## config.mk

```make
export PLATFORM = sky130hd
export DESIGN_NAME = controlador_estados_flat
export DESIGN_NICKNAME = d
export VERILOG_FILES = /design/src/rtl/controlador_estados_if.sv /design/src/rtl/controlador_estados.sv /design/src/flat_wrapper.sv
export SDC_FILE = /design/constraint.sdc
export NUM_CORES = 1
export LEC_CHECK = 0
export BUFFER_PORTS_ARGS = -buffer_cell sky130_fd_sc_hd__clkbuf_2
export CORE_MARGIN = 1.5
export CORE_UTILIZATION = 50
export DETAILED_ROUTE_END_ITERATION = 10
export HOLD_SLACK_MARGIN = 0.12
export PLACE_DENSITY = 0.74
export SYNTH_ARGS = -nofsm -noshare
export SYNTH_HDL_FRONTEND = slang
export SYNTH_SLANG_ARGS = --single-unit
```

## constraint.sdc

```tcl
create_clock -name clk -period 2.2 [get_ports clk]
set_input_delay 0.11 -clock clk [delete_from_list [all_inputs] [get_ports clk]]
set_output_delay 0.11 -clock clk [all_outputs]
set_load 0.01 [all_outputs]
```

## src/rtl/controlador_estados_if.sv

```systemverilog
// ---------------------------------------------------------------------------
// controlador_estados_if
// Purpose: groups the player buttons, the attribute levels and the behaviour
//          code produced by the Tamagotchi behaviour FSM.
// Signals:
//   btn_iniciar/btn_dormir/btn_comer/btn_aula  button levels, async to clk
//   fome/felicidade/sono                      attribute levels 0..100
//   estado                                    5-bit one-hot behaviour code
//   mudou_estado                              one-cycle pulse on estado change
// Modports: master = stimulus/attribute side, slave = the FSM itself.
// ---------------------------------------------------------------------------
interface controlador_estados_if;
    logic       btn_iniciar;
    logic       btn_dormir;
    logic       btn_comer;
    logic       btn_aula;
    logic [7:0] fome;
    logic [7:0] felicidade;
    logic [7:0] sono;
    logic [4:0] estado;
    logic       mudou_estado;

    modport master (
        output btn_iniciar, btn_dormir, btn_comer, btn_aula,
        output fome, felicidade, sono,
        input  estado, mudou_estado
    );

    modport slave (
        input  btn_iniciar, btn_dormir, btn_comer, btn_aula,
        input  fome, felicidade, sono,
        output estado, mudou_estado
    );
endinterface

```

## src/rtl/controlador_estados.sv

```systemverilog
// ---------------------------------------------------------------------------
// controlador_estados
// Purpose: Tamagotchi behaviour FSM. Turns button presses and attribute
//          levels into the one-hot estado code; handles start/restart,
//          activity selection, activity auto-end, timeout and death.
// Ports:
//   clk   system clock
//   rst   synchronous reset, active-high
//   bus   controlador_estados_if.slave (buttons, attributes, estado,
//         mudou_estado)
// Parameters:
//   MAX_ATRIB  attribute ceiling; an activity ends once its target >= this
//   TIMEOUT_W  width of the activity timer; all-ones ends the activity
// ---------------------------------------------------------------------------
module controlador_estados #(
    parameter logic [7:0] MAX_ATRIB = 8'd100,
    parameter int         TIMEOUT_W = 26
) (
    input  logic                  clk,
    input  logic                  rst,
    controlador_estados_if.slave  bus
);

    localparam logic [4:0] ST_INTRO      = 5'b00000;
    localparam logic [4:0] ST_IDLE       = 5'b00001;
    localparam logic [4:0] ST_DORMINDO   = 5'b00010;
    localparam logic [4:0] ST_COMENDO    = 5'b00100;
    localparam logic [4:0] ST_DANDO_AULA = 5'b01000;
    localparam logic [4:0] ST_MORTO      = 5'b10000;

    // Button bit positions inside the press vector.
    localparam int B_INI = 0;
    localparam int B_DOR = 1;
    localparam int B_COM = 2;
    localparam int B_AUL = 3;

    logic [3:0]           w_btn;
    logic [3:0]           r_sync1;
    logic [3:0]           r_sync2;
    logic [3:0]           r_prev;
    logic [3:0]           r_press;
    logic [4:0]           r_estado;
    logic [4:0]           w_next_estado;
    logic                 r_mudou;
    logic [TIMEOUT_W-1:0] r_timer;
    logic                 w_morte;
    logic                 w_timeout;
    logic                 w_mudou_next;
    logic                 w_em_atividade;

    assign w_btn     = {bus.btn_aula, bus.btn_comer, bus.btn_dormir, bus.btn_iniciar};
    assign w_morte   = (bus.fome == 8'd0) | (bus.felicidade == 8'd0) | (bus.sono == 8'd0);
    assign w_timeout = &r_timer;

    // Button synchronisers and rising-edge detection. The sync/prev flops
    // reset high so a button held through reset does not count as a press;
    // the press itself is registered, so estado reacts three edges after the
    // first edge that samples the new level.
    always_ff @(posedge clk) begin
        if (rst) begin
            r_sync1 <= 4'b1111;
            r_sync2 <= 4'b1111;
            r_prev  <= 4'b1111;
            r_press <= 4'b0000;
        end else begin
            r_sync1 <= w_btn;
            r_sync2 <= r_sync1;
            r_prev  <= r_sync2;
            r_press <= r_sync2 & ~r_prev;
        end
    end

    // State register, change pulse and activity timer.
    always_ff @(posedge clk) begin
        if (rst) begin
            r_estado <= ST_INTRO;
            r_mudou  <= 1'b0;
            r_timer  <= '0;
        end else begin
            r_estado <= w_next_estado;
            r_mudou  <= w_mudou_next;
            if (w_mudou_next) begin
                r_timer <= '0;
            end else if (w_em_atividade) begin
                // Cannot wrap: all-ones always leaves the activity first.
                r_timer <= r_timer + {{(TIMEOUT_W-1){1'b0}}, 1'b1};
            end else begin
                r_timer <= r_timer;
            end
        end
    end

    // Next-state logic; first matching condition wins inside each state.
    always_comb begin
        w_next_estado = r_estado;
        case (r_estado)
            ST_INTRO: begin
                if (r_press[B_INI]) w_next_estado = ST_IDLE;
                else                w_next_estado = ST_INTRO;
            end
            ST_IDLE: begin
                // Presses on a saturated target fall through and are lost.
                if (w_morte)                                       w_next_estado = ST_MORTO;
                else if (r_press[B_DOR] && (bus.sono < MAX_ATRIB))       w_next_estado = ST_DORMINDO;
                else if (r_press[B_COM] && (bus.fome < MAX_ATRIB))       w_next_estado = ST_COMENDO;
                else if (r_press[B_AUL] && (bus.felicidade < MAX_ATRIB)) w_next_estado = ST_DANDO_AULA;
                else                                               w_next_estado = ST_IDLE;
            end
            ST_DORMINDO: begin
                if (w_morte)                                                  w_next_estado = ST_MORTO;
                else if ((bus.sono >= MAX_ATRIB) || r_press[B_DOR] || w_timeout) w_next_estado = ST_IDLE;
                else                                                          w_next_estado = ST_DORMINDO;
            end
            ST_COMENDO: begin
                if (w_morte)                                                  w_next_estado = ST_MORTO;
                else if ((bus.fome >= MAX_ATRIB) || r_press[B_COM] || w_timeout) w_next_estado = ST_IDLE;
                else                                                          w_next_estado = ST_COMENDO;
            end
            ST_DANDO_AULA: begin
                if (w_morte)                                                        w_next_estado = ST_MORTO;
                else if ((bus.felicidade >= MAX_ATRIB) || r_press[B_AUL] || w_timeout) w_next_estado = ST_IDLE;
                else                                                                w_next_estado = ST_DANDO_AULA;
            end
            ST_MORTO: begin
                if (r_press[B_INI]) w_next_estado = ST_INTRO;
                else                w_next_estado = ST_MORTO;
            end
            default: begin
                // Any non-listed code recovers to INTRO.
                w_next_estado = ST_INTRO;
            end
        endcase
    end

    // Output decode: change flag and timer enable for the registered outputs.
    always_comb begin
        w_mudou_next   = (w_next_estado != r_estado);
        w_em_atividade = 1'b0;
        case (r_estado)
            ST_DORMINDO, ST_COMENDO, ST_DANDO_AULA: w_em_atividade = 1'b1;
            default:                                w_em_atividade = 1'b0;
        endcase
    end

    assign bus.estado       = r_estado;
    assign bus.mudou_estado = r_mudou;

endmodule

```

## src/flat_wrapper.sv

```systemverilog
// flat-port wrapper written by rule: the top's interface ports become plain ports
module controlador_estados_flat 
#(
    parameter logic [7:0] MAX_ATRIB = 8'd100,
    parameter int         TIMEOUT_W = 26
)
  (clk, rst, bus_btn_iniciar, bus_btn_dormir, bus_btn_comer, bus_btn_aula, bus_fome, bus_felicidade, bus_sono, bus_estado, bus_mudou_estado);
  controlador_estados_if bus_i ();
  input  logic clk;
  input  logic rst;
  input wire logic [$bits(bus_i.btn_iniciar)-1:0] bus_btn_iniciar;
  input wire logic [$bits(bus_i.btn_dormir)-1:0] bus_btn_dormir;
  input wire logic [$bits(bus_i.btn_comer)-1:0] bus_btn_comer;
  input wire logic [$bits(bus_i.btn_aula)-1:0] bus_btn_aula;
  input wire logic [$bits(bus_i.fome)-1:0] bus_fome;
  input wire logic [$bits(bus_i.felicidade)-1:0] bus_felicidade;
  input wire logic [$bits(bus_i.sono)-1:0] bus_sono;
  output wire logic [$bits(bus_i.estado)-1:0] bus_estado;
  output wire logic [$bits(bus_i.mudou_estado)-1:0] bus_mudou_estado;
  assign bus_i.btn_iniciar = bus_btn_iniciar;
  assign bus_i.btn_dormir = bus_btn_dormir;
  assign bus_i.btn_comer = bus_btn_comer;
  assign bus_i.btn_aula = bus_btn_aula;
  assign bus_i.fome = bus_fome;
  assign bus_i.felicidade = bus_felicidade;
  assign bus_i.sono = bus_sono;
  assign bus_estado = bus_i.estado;
  assign bus_mudou_estado = bus_i.mudou_estado;
  controlador_estados #(.MAX_ATRIB(MAX_ATRIB), .TIMEOUT_W(TIMEOUT_W)) u_core (.clk(clk), .rst(rst), .bus(bus_i));
endmodule
```

==> results of run 1 <==
[layer usage]
layer | wire length, um | vias up | part of all wire
met3 | 293 | 25 | 0.047
li1 | - | 1196 | -
met4 | 193 | 0 | 0.031
met1 | 2820 | 1089 | 0.45
met5 | 0 | - | 0
met2 | 2930 | 74 | 0.47
[per-stage QoR]
| step | hold slack [ns] | total power, mW | TNS [ns] | setup slack [ns] | utilization |
|---|---|---|---|---|---|
| final | 0.146 | 1.55 | -4.18 | -0.194 | 0.733 |
| after global routing | 0.151 | 1.61 | -6.35 | -0.270 | 0.733 |
| after floorplan | 0.214 | 0.963 | -2.18 | -0.102 | - |
| after global placement | 0.291 | 0.999 | -1.53 | -0.0998 | 0.667 |
| after detailed placement | 0.296 | 1.00 | -2.47 | -0.148 | 0.667 |
| after CTS | 0.129 | 1.56 | -1.90 | -0.109 | 0.716 |
[path summary, 6_finish.rpt]
path	cells past startpoint	from	slack (ns)	end
min	3	bus_sono[7]	0.15	u_core.bus.estado[1]$_SDFF_PP0_
max	11	u_core.bus.estado[4]$_SDFF_PP0_	-0.19	u_core.r_timer[17]$_SDFFE_PP0P_
max reg2reg	11	u_core.bus.estado[4]$_SDFF_PP0_	-0.19	u_core.r_timer[17]$_SDFFE_PP0P_
min reg2reg	1	u_core.r_prev[3]$_SDFF_PP1_	0.39	u_core.r_press[3]$_SDFF_PP0_
[power by group]
part / internal, mW / switching, mW / leakage (nW)
logic: 0.0558 / 0.0547 / 1.01
clock network: 0.234 / 0.323 / 0.0491
registers: 0.876 / 0.00441 / 0.394
total: 1.17 / 0.382 / 1.45
[cell type report]
| class | count | area share |
|---|---|---|
| Clock inverter | 3 | 0.00749 |
| Multi-Input combinational cell | 205 | 0.437 |
| Timing Repair Buffer | 112 | 0.228 |
| Inverter | 5 | 0.00535 |
| Clock buffer | 5 | 0.0196 |
| Sequential cell | 48 | 0.278 |
| Tap cell | 67 | 0.0239 |
[flip-flops by register name, summed over array words and instances (netlist names)]
register	cells
u_core.bus.mudou_estado	1
u_core.r_sync2	4
u_core.r_sync1	4
u_core.r_press	4
u_core.r_prev	4
u_core.bus.estado	5
u_core.r_timer	26
[worst max-delay path, stage by stage, from the launching register on]
cell and delay (ns):
dfxtp_4 0.38, buf_4 0.14, nor3_4 0.13, buf_4 0.15, nand3_1 0.07, a211oi_1 0.30
o22ai_2 0.17, buf_4 0.16, o22a_1 0.21, o32a_1 0.22, buf_12 0.19, nor3_4 0.20
[kinds of logic after synthesis]
logic type,count (synthesis)
buffers and inverters,18
XOR/XNOR,27
multiplexers,1
adder cells (fa/ha/maj),2
AO/OA/AOI/OAI,36
flip-flops,48
AND/OR/NAND/NOR,139
[cells in the final DEF, fill, tap and decap left out, drive strengths merged, types with 3 or more instances in the layout]
master / n
inv: 7
nor3: 37
dlygate4sd3: 4
a21oi: 9
or2: 15
nor3b: 6
xor2: 20
o211ai: 3
nand4: 10
clkbuf: 40
a211o: 5
buf: 73
xnor2: 7
dfxtp: 48
nand2: 21
o21ai: 5
and3: 4
o311a: 3
nor4: 6
nand3: 14
nor2: 15
[timing repair]
action                                  in CTS  in global routing
endpoints found under the hold margin        4                  0
gates resized for setup                     12                 15
pin swaps                                    0                  3
buffers inserted                             6                  3
hold buffers                                 4                  0
endpoints found under the setup margin      27                 27
cloned                                       0                  0
==> flow_metrics.tcl, run 1 <==
set metrics [dict create \
    status "finished, violations left" \
    violations "negative setup slack" \
    max-cap-violations 0 \
    yosysMostFrequentCell "dfxtp_1" \
    rows 25 \
    ys.flop_type "dfxtp_1" \
    synth_top_area_cell "dfxtp_1" \
    max_slew_margin 0.637 \
    crit_type "reg -> reg" \
    end_kind "register" \
    clockRootBuffer "clkbuf_8" \
    synthSimpleGateAreaFrac 0.358 \
    routedWlPerCell_um 14.0 \
    leakagePower_nw 1.45 \
    fmax_mhz 418 \
    synth.area.mux_share 0.00398 \
    coreArea_sq_um 4790 \
    fin_skew_ns 0.00647 \
    start_kind "register" \
    power-per-cell-area_nw_per_um2 441 \
    grt_max_degree 26 \
    vias_per_cell 5.36 \
    synth_top_cells_by_count "48 x dfxtp_1, 21 x nand2_1, 21 x nor3_2, 20 x xor2_1, 16 x nor3_1" \
    crit_fanout 25 \
    grt_pass1_wl_mm 9.87 \
    cts_sinks 48 \
    final_hold_viol_count 0 \
    use_met3 0.0434 \
    worst_ep_arrival_time_ns 2.63 \
    start_util 0.526 \
    cts_buffers 5 \
    instances_no_fill 445 \
    routabilityCongestion 0.923 \
    io_pins 36 \
    yosys.area.top_type_share 0.382 \
    seqCellArea_sq_um 977 \
    n_fill_cell 360 \
    synthCells 271 \
    grt.busiest_layer "met2" \
    multi_input_area_sq_um 1540 \
    dpl.cell_count 424 \
    synth_warnings 0 \
    io_buffers 35 \
    synth_compound_area_frac 0.102 \
    antenna_left 0 \
    worstMarginPinSlew_ns 0.543 \
    synth_edf_count 0 \
    synth_seq_cells 48 \
    rsz0062_at_grt "yes" \
    wirelength_mm 6.23 \
    die_w_um 73.9 \
    dpl-instance-area_sq_um 3190 \
    postSynthNetCount 302 \
    drive_gt1_frac 0.481 \
    hp-class "in -> reg" \
    clock_latency_ns 0.31 \
    fin_area_sq_um 3510 \
    synthTopCellsByArea "dfxtp_1 38%, nor3_2 8.4%, xor2_1 7.0%" \
    synthAdderAreaFrac 0.00895 \
    worst_slack_ns -0.194 \
    syn_avg_cell_area_sq_um 9.28 \
    synthDistinctLibCells 50 \
    synthArstFlopShare 0 \
    syn_area_sq_um 2520 \
    grtUsageTotal 0.233 \
    area_growth_pct 39.5 \
    clk_pin_slew_ns 0.09 \
    tritoncts "yes" \
    drc 0 \
    period_minus_slack_ns 2.39 \
    drt-initial-drc-count 146 \
    antenna_found_initial 0 \
    synth_xor_area_frac 0.0940 \
    setup_viol 26 \
    final_nets 408 \
    grt-ovfl-total 0 \
    drt-pass1-iter-count 4 \
    grt_pass1_vias 2286 \
    cp.required_ns 2.44 \
    synth_top_family_by_area "simple AND/OR/NAND/NOR gates" \
    die_y_um 73.9 \
    slew_violations 0 \
    htree_num_levels 2 \
    met2_usage 0.389 \
    ir_worst_vdd_mv 0.446 \
    hpwl_mm 4.42 \
    antenna_cells 0 \
    synth-seq-area-share 0.382 \
    die-area_sq_um 5470 \
    fin_crit_sh 1.09 \
    use_met1 0.301 \
    vias 2384 \
    clk_path_buf_depth 2 \
]
Note: power is estimated with default switching activity, not from simulation.
==> run 2: changes to the inputs <==
--- a/config.mk
+++ b/config.mk
@@ -10,7 +10,7 @@
 export CORE_UTILIZATION = 50
 export DETAILED_ROUTE_END_ITERATION = 10
 export HOLD_SLACK_MARGIN = 0.12
-export PLACE_DENSITY = 0.74
+export PLACE_DENSITY_LB_ADDON = 0.05
 export SYNTH_ARGS = -nofsm -noshare
 export SYNTH_HDL_FRONTEND = slang
 export SYNTH_SLANG_ARGS = --single-unit
==> run 2 against run 1 <==
The flow still finishes with violations (negative setup slack). Global-route usage shrank 0.81 points. Power grew 4.2%. Core utilization grew 1.8 points. Non-clock buffer count shrank 2. Sequential power is essentially flat. First-iteration DRC count shrank 16%. Maximum frequency grew 0.68%. Cell area grew 2.5%. Critical path type unchanged. Largest cell class unchanged.
==> flow_metrics.tcl, run 2 (synthesis results as in run 1) <==
set metrics [dict create \
    status "finished, violations left" \
    violations "negative setup slack" \
    clk_pin_slew_ns 0.09 \
    cts_buffers 5 \
    end_kind "register" \
    power-per-cell-area_nw_per_um2 449 \
    period_minus_slack_ns 2.38 \
    clk_path_buf_depth 2 \
    clockRootBuffer "clkbuf_8" \
    vias_per_cell 5.32 \
    hold_start "bus_sono[7]" \
    grt_max_degree 26 \
    antenna_left 0 \
    regMostFlops "u_core.r_timer" \
    most-common-layout-cells "63 x buf_4, 40 x dfxtp_1, 35 x clkbuf_2" \
    hpwl_mm 4.25 \
    clock_latency_ns 0.29 \
    crit_chain "buf_12 > nor4_4 > o311a_1 > nand2_1 > a211o_1 > o22a_1 > o32a_4 > clkbuf_16 > nor3_2" \
    grt_pass1_vias 2192 \
    routabilityCongestion 0.913 \
    crit_fanout 6 \
    max_slew_margin 0.676 \
    die-area_sq_um 5470 \
    rows 25 \
    setup_viol 27 \
    rr_endpoint "u_core.r_timer[3]$_SDFFE_PP0P_" \
    worst_slack_ns -0.178 \
    mostFrequentLayoutCell "buf_4" \
    start_util 0.526 \
    coreArea_sq_um 4790 \
    start_kind "register" \
    die_w_um 73.9 \
    final_nets 406 \
    wirelength_mm 6.35 \
    final_hold_viol_count 0 \
    cts_sinks 48 \
    hp-class "in -> reg" \
    rsz0062_at_grt "yes" \
    fin_crit_sh 1.08 \
    min_path_cells 3 \
    io_pins 36 \
    vias 2358 \
    routedWlPerCell_um 14.3 \
    drc 0 \
    drt-initial-drc-count 122 \
    crit_path_max_incr_delay_ns 0.36 \
    ff2ff_path_depth 9 \
    cp_slowest_cell "dfxtp_4" \
    max-cap-violations 0 \
    area_growth_pct 42.9 \
    fin_area_sq_um 3600 \
    whs_endpoint "u_core.bus.estado[1]$_SDFF_PP0_" \
    antenna_cells 0 \
    io_buffers 35 \
    antenna_found_initial 0 \
    dpl-instance-area_sq_um 3160 \
    grt-ovfl-total 0 \
    drive_gt1_frac 0.476 \
    htree_num_levels 2 \
    worst_ep_arrival_time_ns 2.59 \
    reg2reg_slack_ns -0.18 \
    fin_setup_tns_ns -3.05 \
    crit_type "reg -> reg" \
    die_y_um 73.9 \
    worstMarginPinSlew_ns 0.482 \
    tritoncts "yes" \
    largest_reg_flops 26 \
    rr_startpoint "u_core.bus.estado[1]$_SDFF_PP0_" \
    ir_worst_vdd_mv 0.570 \
    cp.required_ns 2.42 \
    slew_violations 0 \
    fmax_mhz 421 \
    leakagePower_nw 1.45 \
    drt-pass1-iter-count 4 \
    fin_skew_ns 0.00551 \
    grtUsageTotal 0.225 \
    grt_pass1_wl_mm 9.59 \
]
[run 2: layer usage]
| metal | GRT usage | vias up | share of wire |
|---|---|---|---|
| met5 | 0 | - | 0 |
| met2 | 0.373 | 67 | 0.47 |
| met1 | 0.312 | 1096 | 0.49 |
| li1 | - | 1193 | - |
| met3 | 0.0325 | 2 | 0.035 |
| met4 | 0.0494 | 0 | 0.0050 |
[run 2: how the worst max path moves through the flow]
stage | endpoint | startpoint | cells past startpoint
floorplan | u_core.r_timer[0]$_SDFFE_PP0P_ | u_core.bus.estado[4]$_SDFF_PP0_ | 10
global placement | u_core.r_timer[21]$_SDFFE_PP0P_ | u_core.r_timer[0]$_SDFFE_PP0P_ | 9
detailed placement | u_core.r_timer[18]$_SDFFE_PP0P_ | u_core.r_timer[0]$_SDFFE_PP0P_ | 9
CTS | u_core.r_timer[18]$_SDFFE_PP0P_ | u_core.bus.estado[2]$_SDFF_PP0_ | 8
global route | u_core.r_timer[5]$_SDFFE_PP0P_ | u_core.bus.estado[1]$_SDFF_PP0_ | 9
finish | u_core.r_timer[3]$_SDFFE_PP0P_ | u_core.bus.estado[1]$_SDFF_PP0_ | 9
[run 2: timing repair]
| item | CTS | global route |
|---|---|---|
| pin swaps | 1 | 12 |
| hold endpoints to repair | 4 | 0 |
| endpoints found under the setup margin | 27 | 27 |
| gates cloned | 1 | 3 |
| hold buffers | 4 | 0 |
| setup buffers | 4 | 3 |
| resized for setup | 13 | 19 |
[run 2: worst max-delay path, delay by kind of cell (launching register included)]
kind / cells / cell delay, ns
flip-flops: 1 / 0.36
AND/OR/NAND/NOR: 3 / 0.55
AO/OA/AOI/OAI: 4 / 1.09
buffers and inverters: 2 / 0.32
[run 2: area by class of cell]
type                       instances  area (sq um)
clock buffer                       6          72.6
clock inverter                     2          35.0
fill                             353          1190
inverter                           5          18.8
multi-input combinational        205          1550
sequential                        48           981
tap                               67          83.8
timing repair buffer             110           852
[run 2: power by group]
group | internal, mW | switching, mW
sequential | 0.874 | 0.00445
combinational | 0.0640 | 0.0585
clock | 0.337 | 0.276
[run 2: per-stage QoR]
step / cells / setup slack, ns / hold WS (ns) / util / power [mW]
after detailed placement: 420 / -0.226 / 0.296 / 0.661 / 1.00
after global routing: 443 / -0.233 / 0.152 / 0.751 / 1.69
final: 443 / -0.178 / 0.165 / 0.751 / 1.61
after floorplan: 271 / -0.102 / 0.214 / - / 0.963
after CTS: 437 / -0.0997 / 0.153 / 0.714 / 1.63
after global placement: 420 / -0.219 / 0.294 / 0.661 / 1.00
